===== src/rtl/seg7_pair_decoder_if.sv =====
// Bundle for the seven-segment loopback monitor: segment word in, decoded value and status flags out.
// Latency: none (wires only).
// Backpressure: none; the segment word is sampled every cycle.
interface seg7_pair_decoder_if;
  logic [13:0] dispIn;
  logic [5:0]  numOut;
  logic        valid;
  logic        err;
  logic        locked;
  logic [7:0]  errCount;

  // Display-side driver: presents the segment word, observes the decode results
  modport master (
    output dispIn,
    input  numOut, valid, err, locked, errCount
  );

  // Decoder side
  modport slave (
    input  dispIn,
    output numOut, valid, err, locked, errCount
  );
endinterface


===== src/rtl/seg7_pair_decoder.sv =====
// Decodes a two-digit active-low 7-seg word to 6 bits once it holds for STABLE_CYCLES edges; SEG7_ERR_COUNT_EN builds the err counter.
// Latency: commit registered STABLE_CYCLES-1 edges after the first sampling edge; valid/err pulse the cycle after.
// Backpressure: none; dispIn is sampled every edge and pulses are single-cycle, never stalled.
module seg7_pair_decoder #(
  parameter int STABLE_CYCLES = 4
) (
  input logic               clk,
  input logic               rst,
  seg7_pair_decoder_if.slave bus
);

  localparam int CW = $clog2(STABLE_CYCLES + 1);
  localparam logic [CW-1:0] CNT_MAX = CW'(STABLE_CYCLES);
  localparam logic [13:0]   BLANK   = 14'h3FFF;

  typedef enum logic {SETTLE = 1'b0, LOCKED = 1'b1} state_t;

  state_t        state_q, state_d;
  logic [13:0]   samp_q, samp_d;
  logic [CW-1:0] cnt_q, cnt_d;
  logic [5:0]    num_q, num_d;
  logic          valid_q, valid_d;
  logic          err_q, err_d;
  logic          commit;
  logic [4:0]    lo_dec, hi_dec;
  logic          legal;

  // Active-low segment pattern -> {legal, digit value}
  function automatic logic [4:0] dec_digit(input logic [6:0] p);
    logic [4:0] r;
    case (p)
      7'b1000000: r = 5'h10;
      7'b1111001: r = 5'h11;
      7'b0100100: r = 5'h12;
      7'b0110000: r = 5'h13;
      7'b0011001: r = 5'h14;
      7'b0010010: r = 5'h15;
      7'b0000010: r = 5'h16;
      7'b1111000: r = 5'h17;
      7'b0000000: r = 5'h18;
      7'b0010000: r = 5'h19;
      7'b0001000: r = 5'h1A;
      7'b0000011: r = 5'h1B;
      7'b1000110: r = 5'h1C;
      7'b0100001: r = 5'h1D;
      7'b0000110: r = 5'h1E;
      7'b0001110: r = 5'h1F;
      default:    r = 5'h00;
    endcase
    return r;
  endfunction

  // State and pulse registers; everything clears straight away on rst
  always_ff @(posedge clk or posedge rst) begin
    if (rst) begin
      state_q <= SETTLE;
      samp_q  <= BLANK;
      cnt_q   <= '0;
      num_q   <= '0;
      valid_q <= 1'b0;
      err_q   <= 1'b0;
    end else begin
      state_q <= state_d;
      samp_q  <= samp_d;
      cnt_q   <= cnt_d;
      num_q   <= num_d;
      valid_q <= valid_d;
      err_q   <= err_d;
    end
  end

  // Next state: any change restarts the window (and wins over a commit);
  // a commit fires on the edge the count reaches STABLE_CYCLES, which with
  // STABLE_CYCLES=1 is the very edge a new pattern is first sampled
  always_comb begin
    state_d = state_q;
    samp_d  = samp_q;
    cnt_d   = cnt_q;
    commit  = 1'b0;
    if (bus.dispIn != samp_q) begin
      samp_d  = bus.dispIn;
      cnt_d   = CW'(1);
      state_d = SETTLE;
    end else if (state_q == SETTLE && cnt_q < CNT_MAX) begin
      cnt_d = cnt_q + CW'(1);
    end
    if (state_d == SETTLE && cnt_d == CNT_MAX) begin
      commit  = 1'b1;
      state_d = LOCKED;
    end
  end

  // Outputs: decode the pattern being committed; illegal patterns keep numOut
  always_comb begin
    lo_dec  = dec_digit(samp_d[6:0]);
    hi_dec  = dec_digit(samp_d[13:7]);
    legal   = lo_dec[4] & hi_dec[4] & (hi_dec[3:2] == 2'b00);
    valid_d = commit & legal;
    err_d   = commit & ~legal;
    num_d   = valid_d ? {hi_dec[1:0], lo_dec[3:0]} : num_q;
  end

`ifdef SEG7_ERR_COUNT_EN
  logic [7:0] errcnt_q, errcnt_d;

  // Saturating count of err pulses
  always_comb begin
    errcnt_d = errcnt_q;
    if (err_d && errcnt_q != 8'hFF) begin
      errcnt_d = errcnt_q + 8'd1;
    end
  end

  // Error counter register, cleared only by rst
  always_ff @(posedge clk or posedge rst) begin
    if (rst) begin
      errcnt_q <= '0;
    end else begin
      errcnt_q <= errcnt_d;
    end
  end

  assign bus.errCount = errcnt_q;
`else
  assign bus.errCount = 8'd0;
`endif

  assign bus.numOut = num_q;
  assign bus.valid  = valid_q;
  assign bus.err    = err_q;
  assign bus.locked = (state_q == LOCKED);

endmodule


===== src/flat_wrapper.sv =====
// flat-port wrapper written by rule: the top's interface ports become plain ports
module seg7_pair_decoder_flat 
#(
  parameter int STABLE_CYCLES = 4
)
  (clk, rst, bus_dispIn, bus_numOut, bus_valid, bus_err, bus_locked, bus_errCount);
  seg7_pair_decoder_if bus_i ();
  input logic clk;
  input logic rst;
  input wire logic [$bits(bus_i.dispIn)-1:0] bus_dispIn;
  output wire logic [$bits(bus_i.numOut)-1:0] bus_numOut;
  output wire logic [$bits(bus_i.valid)-1:0] bus_valid;
  output wire logic [$bits(bus_i.err)-1:0] bus_err;
  output wire logic [$bits(bus_i.locked)-1:0] bus_locked;
  output wire logic [$bits(bus_i.errCount)-1:0] bus_errCount;
  assign bus_i.dispIn = bus_dispIn;
  assign bus_numOut = bus_i.numOut;
  assign bus_valid = bus_i.valid;
  assign bus_err = bus_i.err;
  assign bus_locked = bus_i.locked;
  assign bus_errCount = bus_i.errCount;
  seg7_pair_decoder #(.STABLE_CYCLES(STABLE_CYCLES)) u_core (.clk(clk), .rst(rst), .bus(bus_i));
endmodule

===== config.mk =====
export PLATFORM = sky130hd
export DESIGN_NAME = seg7_pair_decoder_flat
export DESIGN_NICKNAME = d
export VERILOG_FILES = /design/src/rtl/seg7_pair_decoder_if.sv /design/src/rtl/seg7_pair_decoder.sv /design/src/flat_wrapper.sv
export SDC_FILE = /design/constraint.sdc
export NUM_CORES = 1
export LEC_CHECK = 0
export CAP_MARGIN = 0
export CORE_ASPECT_RATIO = 0.9
export CORE_MARGIN = 5
export CORE_UTILIZATION = 46
export CTS_CLUSTER_SIZE = 25
export DETAILED_ROUTE_END_ITERATION = 12
export GPL_TIMING_DRIVEN = 0
export HOLD_SLACK_MARGIN = 0.06
export PLACE_DENSITY = 0.82
export SETUP_SLACK_MARGIN = 0.5
export SLEW_MARGIN = 20
export SYNTH_ARGS = -nofsm -noshare
export SYNTH_HDL_FRONTEND = slang
export SYNTH_SLANG_ARGS = --single-unit

===== constraint.sdc =====
create_clock -name clk -period 2.1 [get_ports clk]
set_input_delay 0.42 -clock clk [delete_from_list [all_inputs] [get_ports clk]]
set_output_delay 0.42 -clock clk [all_outputs]
set_load 0.03 [all_outputs]

==> results of run 1 <==
## power breakdown
group,total (mW),leakage [nW],switching [mW],internal (mW)
logic,0.217,0.666,0.126,0.0904
clock network,0.327,0.0288,0.159,0.168
registers,0.531,0.310,0.00623,0.525
total,1.07,1.00,0.291,0.783
## kinds of logic after synthesis
kind of cell	share of synthesized area, %
AO/OA/AOI/OAI	12.84
XOR/XNOR	8.511
adder cells (fa/ha/maj)	0.7598
buffers and inverters	12.84
flip-flops	40.58
multiplexers	4.711
other	0.2277
AND/OR/NAND/NOR	19.53
## layout make-up
type	count	area share, %
Multi-Input combinational cell	120	41.92
Inverter	4	0.6977
Sequential cell	26	31.05
Buffer	36	11.63
Tap cell	44	2.558
Clock buffer	4	2.558
Timing Repair Buffer	25	9.593
## layer usage
| layer | track usage, % | vias to the layer above | wire length (microns) |
|---|---|---|---|
| li1 | - | 664 | - |
| met1 | 22.83 | 658 | 1623 |
| met2 | 27.79 | 66 | 1855 |
| met3 | 5.279 | 8 | 314 |
| met4 | 6.682 | 0 | 76 |
| met5 | 0 | - | 0 |
## metrics by stage
step           std cells  instance area [sq um]  TNS [ns]  hold slack [ns]  util (%)
2_1_floorplan        186                   1699   -0.6554           0.4496         -
3_3_place_gp         247                   1924    -6.991           0.4893     56.54
3_5_place_dp         247                   1924    -7.688           0.5019     56.54
4_1_cts              258                   2133    -1.236           0.3324     62.68
5_1_grt              259                   2152    -1.355           0.3252     63.24
6_report             259                   2152   -0.6720           0.3387     63.24
## cells in the mapped netlist (all sizes together), types with 2 or more instances
library cell   n
clkbuf        23
nor2          16
xor2          15
dfstp         14
buf           13
dfrtp         12
nand2          8
a21oi          7
nor3           7
o21ai          7
mux2           6
nand2b         5
inv            4
nor4           3
or3            3
a211o          2
a31oi          2
a32oi          2
and4b          2
nand3          2
nand4          2
o32ai          2
## sequential cells by signal, summed over array words and instances (netlist names)
signal / flops
u_core.bus.locked: 1
u_core.cnt_q: 3
u_core.bus.numOut: 6
u_core.bus.err: 1
u_core.samp_q: 14
u_core.bus.valid: 1
## worst paths after layout
path                                 startpoint              endpoint  slack (ns)  cells after the start
max                               bus_dispIn[5]  u_core.bus.numOut[4]       -0.12                      8
min                               bus_dispIn[7]      u_core.samp_q[7]        0.34                      2
max reg2reg                    u_core.samp_q[5]  u_core.bus.numOut[4]       -0.11                      7
min reg2reg                u_core.bus.numOut[0]  u_core.bus.numOut[0]        0.52                      1
max in group asynchronous                   rst  u_core.bus.numOut[0]        1.12                      2
min in group asynchronous                   rst  u_core.bus.numOut[1]        0.55                      2
## what timing repair did
action / CTS / global route
buffers inserted: 7 / 1
setup endpoints to repair: 21 / 9
resized for setup: 48 / 20
pin swaps: 8 / 11
==> impl_metrics.json, run 1 <==
{
  "wl_mm": 3.870,
  "fmax_ghz": 0.4514,
  "async_flop_share_pct": 100.0,
  "grt_max_degree": 27,
  "drt-initial-drc-count": 86,
  "drive_above_1_share_pct": 33.49,
  "ioPinCount": 33,
  "dp_slack_ns": -1.095,
  "seq_area_frac_synth_pct": 40.58,
  "viasPerCell": 5.390,
  "avgRoutedWirePerCell_microns": 14.94,
  "yosysTopAreaCell": "dfstp_2",
  "crit_path_max_incr_delay_ns": 0.38,
  "finalCritPeriodShare_pct": 105.5,
  "power_mw": 1.075,
  "crit_type": "input pin to register",
  "power_density_nw_per_um2": 499.4,
  "cts_tree": "yes",
  "synth_ff_type": "dfstp_2",
  "cts.sinks": 26,
  "syn_inst": 179,
  "die_h_microns": 66.76,
  "h-tree-depth": 1,
  "vias": 1396,
  "synth_area_leaders": "dfstp_2 22%, dfrtp_1 18%, xor2_1 8.0%, clkbuf_1 5.2%, mux2_2 4.1%",
  "critPathTopFamily": "simple AND/OR/NAND/NOR gates",
  "setup_ws_ns": -0.1153,
  "drtPass1Iterations": 4,
  "hold_viol": 0,
  "synth_area_sq_um": 1647,
  "ctsHoldBuffers": 0,
  "core.rowCount": 20,
  "worstPathArrival_ns": 2.38,
  "nets": 233,
  "fin_crit_ns": 2.215,
  "grt_pass1_vias": 1370,
  "p_leak_nw": 1.004,
  "tightestPinTransition_ns": 0.9436,
  "ys_seq_elements": 26,
  "crit_chain": "clkdlybuf4s15_1, xor2_2, nor4_2, nand4_1, or3_4, nor3_4, buf_12, mux2_4",
  "start_util_pct": 48.38,
  "postRouteAntennaNets": 0,
  "nFillCells": 287,
  "critical_path_buf_inv_count": 2,
  "yosysUniqueCellTypes": 48,
  "final_cell_mix": "15 x nor2_1, 15 x clkbuf_1, 15 x buf_4",
  "cp_max_fo": 7,
  "finalSetupViolCount": 6,
  "clockRootBuffer": "clkbuf_8",
  "report.final.slew_viol_count": 0,
  "dieArea_sq_um": 4878,
  "dp_hpwl_mm": 2.510,
  "path_clk_slew_ns": 0.09,
  "drc_errors": 0,
  "failed_checks": "setup timing",
  "start_kind": "input pin",
  "n_antenna_cell": 0,
  "status": "complete, but fails checks",
  "yosysWarnings": 0,
  "gp_congestion": 0.9144,
  "cp.required_ns": 2.26,
  "synth_top_area_share_pct": 22.34,
  "maxSlewHeadroom_pct": 36.71,
  "io_buffers": 17,
  "layout.area.seq_sq_um": 668.1,
  "cts.path.max_buffers": 2,
  "grt_usage_pct": 17.72,
  "holdCritPathClass": "input pin to register",
  "antenna_found_initial": 0,
  "synth_edf_count": 0,
  "gr-total-overflow": 0,
  "cp_slowest_cell": "or3_4",
  "end_kind": "register",
  "insertion_delay_ns": 0.27,
  "irDropWorstVdd_uv": 562.4,
  "skew_ns": 0.001136,
  "area_growth_syn_to_layout_pct": 30.70,
  "rsz0062_at_grt": "yes",
  "die_w_microns": 73.07,
  "grt_pass1_wl_mm": 6.672,
  "core_sq_um": 3403,
  "cts_buffers": 3,
  "multi_input_area_sq_um": 902.1,
  "postSynthAreaPerCell_sq_um": 9.199,
  "drv_cap": 0
}
Power figures use the tool's default switching activity.
==> run 2: changes to the inputs <==
--- a/config.mk
+++ b/config.mk
@@ -15,7 +15,6 @@
 export HOLD_SLACK_MARGIN = 0.06
 export PLACE_DENSITY = 0.82
 export SETUP_SLACK_MARGIN = 0.5
-export SLEW_MARGIN = 20
 export SYNTH_ARGS = -nofsm -noshare
 export SYNTH_HDL_FRONTEND = slang
 export SYNTH_SLANG_ARGS = --single-unit
==> run 2 against run 1 <==
  * The run still ends with setup timing left
  * Final area unchanged
  * Global-route usage unchanged
  * Power barely moved
  * Flip-flop and latch count unchanged
  * Cell count is the same
  * Setup slack stayed put
  * Clock skew unchanged
  * Maximum frequency is the same
  * Critical path depth did not move
  * Non-clock buffer count stayed put
  * Clock power barely moved
  * Combinational power about the same
  * Critical endpoint unchanged
  * Largest power group unchanged
  * Highest routed layer unchanged
==> impl_metrics.json, run 2 (synthesis results as in run 1) <==
{
  "hold_viol": 0,
  "clockPowerShare_pct": 30.4,
  "maxSlewHeadroom_pct": 32.84,
  "setup_ws_ns": -0.1153,
  "core_sq_um": 3403,
  "drt-initial-drc-count": 86,
  "clockRootBuffer": "clkbuf_8",
  "nets": 233,
  "failed_checks": "setup timing",
  "gp_congestion": 0.9144,
  "p_sw_mw": 0.2914,
  "nFillCells": 287,
  "crit_path_max_incr_delay_ns": 0.38,
  "core.rowCount": 20,
  "die_w_microns": 73.07,
  "grt_pass1_vias": 1370,
  "intPower_mw": 0.7832,
  "irDropWorstVdd_uv": 562.4,
  "insertion_delay_ns": 0.27,
  "regMostFlops": "u_core.samp_q",
  "holdCritPathClass": "input pin to register",
  "cts_tree": "yes",
  "n_antenna_cell": 0,
  "h-tree-depth": 1,
  "worstPathArrival_ns": 2.38,
  "p_comb_share_pct": 20.2,
  "gr-total-overflow": 0,
  "rsz0062_at_grt": "yes",
  "cts.sinks": 26,
  "multi_input_area_sq_um": 902.1,
  "drv_cap": 0,
  "p_leak_nw": 1.008,
  "antenna_found_initial": 0,
  "largest_reg_flops": 14,
  "cts_buffers": 3,
  "finalCritPeriodShare_pct": 105.5,
  "setup_tns_ns": -0.6720,
  "end_kind": "register",
  "start_kind": "input pin",
  "dp_hpwl_mm": 2.510,
  "grt_max_degree": 27,
  "area_growth_syn_to_layout_pct": 30.70,
  "finalSetupViolCount": 6,
  "fmax_ghz": 0.4514,
  "power_density_nw_per_um2": 499.3,
  "io_buffers": 17,
  "avgRoutedWirePerCell_microns": 14.94,
  "status": "complete, but fails checks",
  "grt_usage_pct": 17.72,
  "tightestPinTransition_ns": 1.006,
  "switching_share_pct": 27.11,
  "crit_chain": "clkdlybuf4s15_1, xor2_2, nor4_2, nand4_1, or3_4, nor3_4, buf_12, mux2_4",
  "p_seq_share_pct": 49.4,
  "path_clk_slew_ns": 0.09,
  "vias": 1396,
  "wl_mm": 3.870,
  "crit_type": "input pin to register",
  "postRouteAntennaNets": 0,
  "cp_max_fo": 7,
  "viasPerCell": 5.390,
  "dieArea_sq_um": 4878,
  "drc_errors": 0,
  "cts.path.max_buffers": 2,
  "skew_ns": 0.001136,
  "power_mw": 1.075,
  "grt_pass1_wl_mm": 6.672,
  "report.final.slew_viol_count": 0,
  "fin_crit_ns": 2.215,
  "ioPinCount": 33,
  "drive_above_1_share_pct": 33.49,
  "layout.area.seq_sq_um": 668.1,
  "die_h_microns": 66.76,
  "cp_slowest_cell": "or3_4",
  "start_util_pct": 48.38,
  "cp.required_ns": 2.26,
  "drtPass1Iterations": 4,
  "final_cell_mix": "15 x nor2_1, 15 x clkbuf_1, 15 x buf_4"
}
-- run 2: cell types whose count changed in the layout (fill, tap and decap cells not counted) --
cell	before	now
clkinv_1	1	0
inv_1	3	4
-- run 2: power groups by stage --
stage          logic [mW]  registers [mW]  clock network, mW
6_report            0.217           0.531              0.327
5_1_grt             0.237           0.533              0.353
4_1_cts             0.207           0.531              0.336
3_5_place_dp        0.190           0.540                  0
3_3_place_gp        0.186           0.539                  0
2_1_floorplan       0.143           0.539                  0
-- run 2: stage by stage --
step	hold WS [ns]	area, sq um	util [%]	setup WS [ns]	std cells
after floorplan	0.4496	1699	-	-0.1161	186
after global placement	0.4893	1924	56.54	-1.006	247
after detailed placement	0.5019	1924	56.54	-1.095	247
after CTS	0.3324	2133	62.68	-0.2085	258
after global routing	0.3252	2152	63.24	-0.2328	259
final	0.3387	2152	63.24	-0.1153	259
-- run 2: repair_timing --
item                       4_1_cts  5_1_grt
hold buffers                     0        0
resized for setup               48       20
hold endpoints to repair         0        0
setup endpoints to repair       21        9
setup buffers                    7        1
gates cloned                     0        0
pin swaps                        8       11
-- run 2: final cells by class --
class	instances	area share, %
Multi-Input combinational cell	120	41.92
Sequential cell	26	31.05
Buffer	36	11.63
Timing Repair Buffer	25	9.593
Clock buffer	4	2.558
Tap cell	44	2.558
Inverter	4	0.6977
-- run 2: worst max-delay path, delay by kind of cell --
kind | cells | cell delay [ns]
buffers and inverters | 2 | 0.44
AND/OR/NAND/NOR | 4 | 1.01
XOR/XNOR | 1 | 0.21
multiplexers | 1 | 0.30
-- run 2: per-layer routing --
| metal | GRT usage [%] | part of all wire, % |
|---|---|---|
| met5 | 0 | 0 |
| met3 | 5.279 | 8.1 |
| met1 | 22.83 | 42 |
| met2 | 27.79 | 48 |
| met4 | 6.682 | 2.0 |
-- run 2: path summary, 6_finish.rpt --
path	start	to	slack [ns]	cells after the start
worst max-delay path	bus_dispIn[5]	u_core.bus.numOut[4]	-0.12	8
worst min-delay path	bus_dispIn[7]	u_core.samp_q[7]	0.34	2
worst max register to register	u_core.samp_q[5]	u_core.bus.numOut[4]	-0.11	7
worst min register to register	u_core.bus.numOut[0]	u_core.bus.numOut[0]	0.52	1
max in group asynchronous	rst	u_core.bus.numOut[0]	0.81	2
min in group asynchronous	rst	u_core.bus.numOut[1]	0.68	2
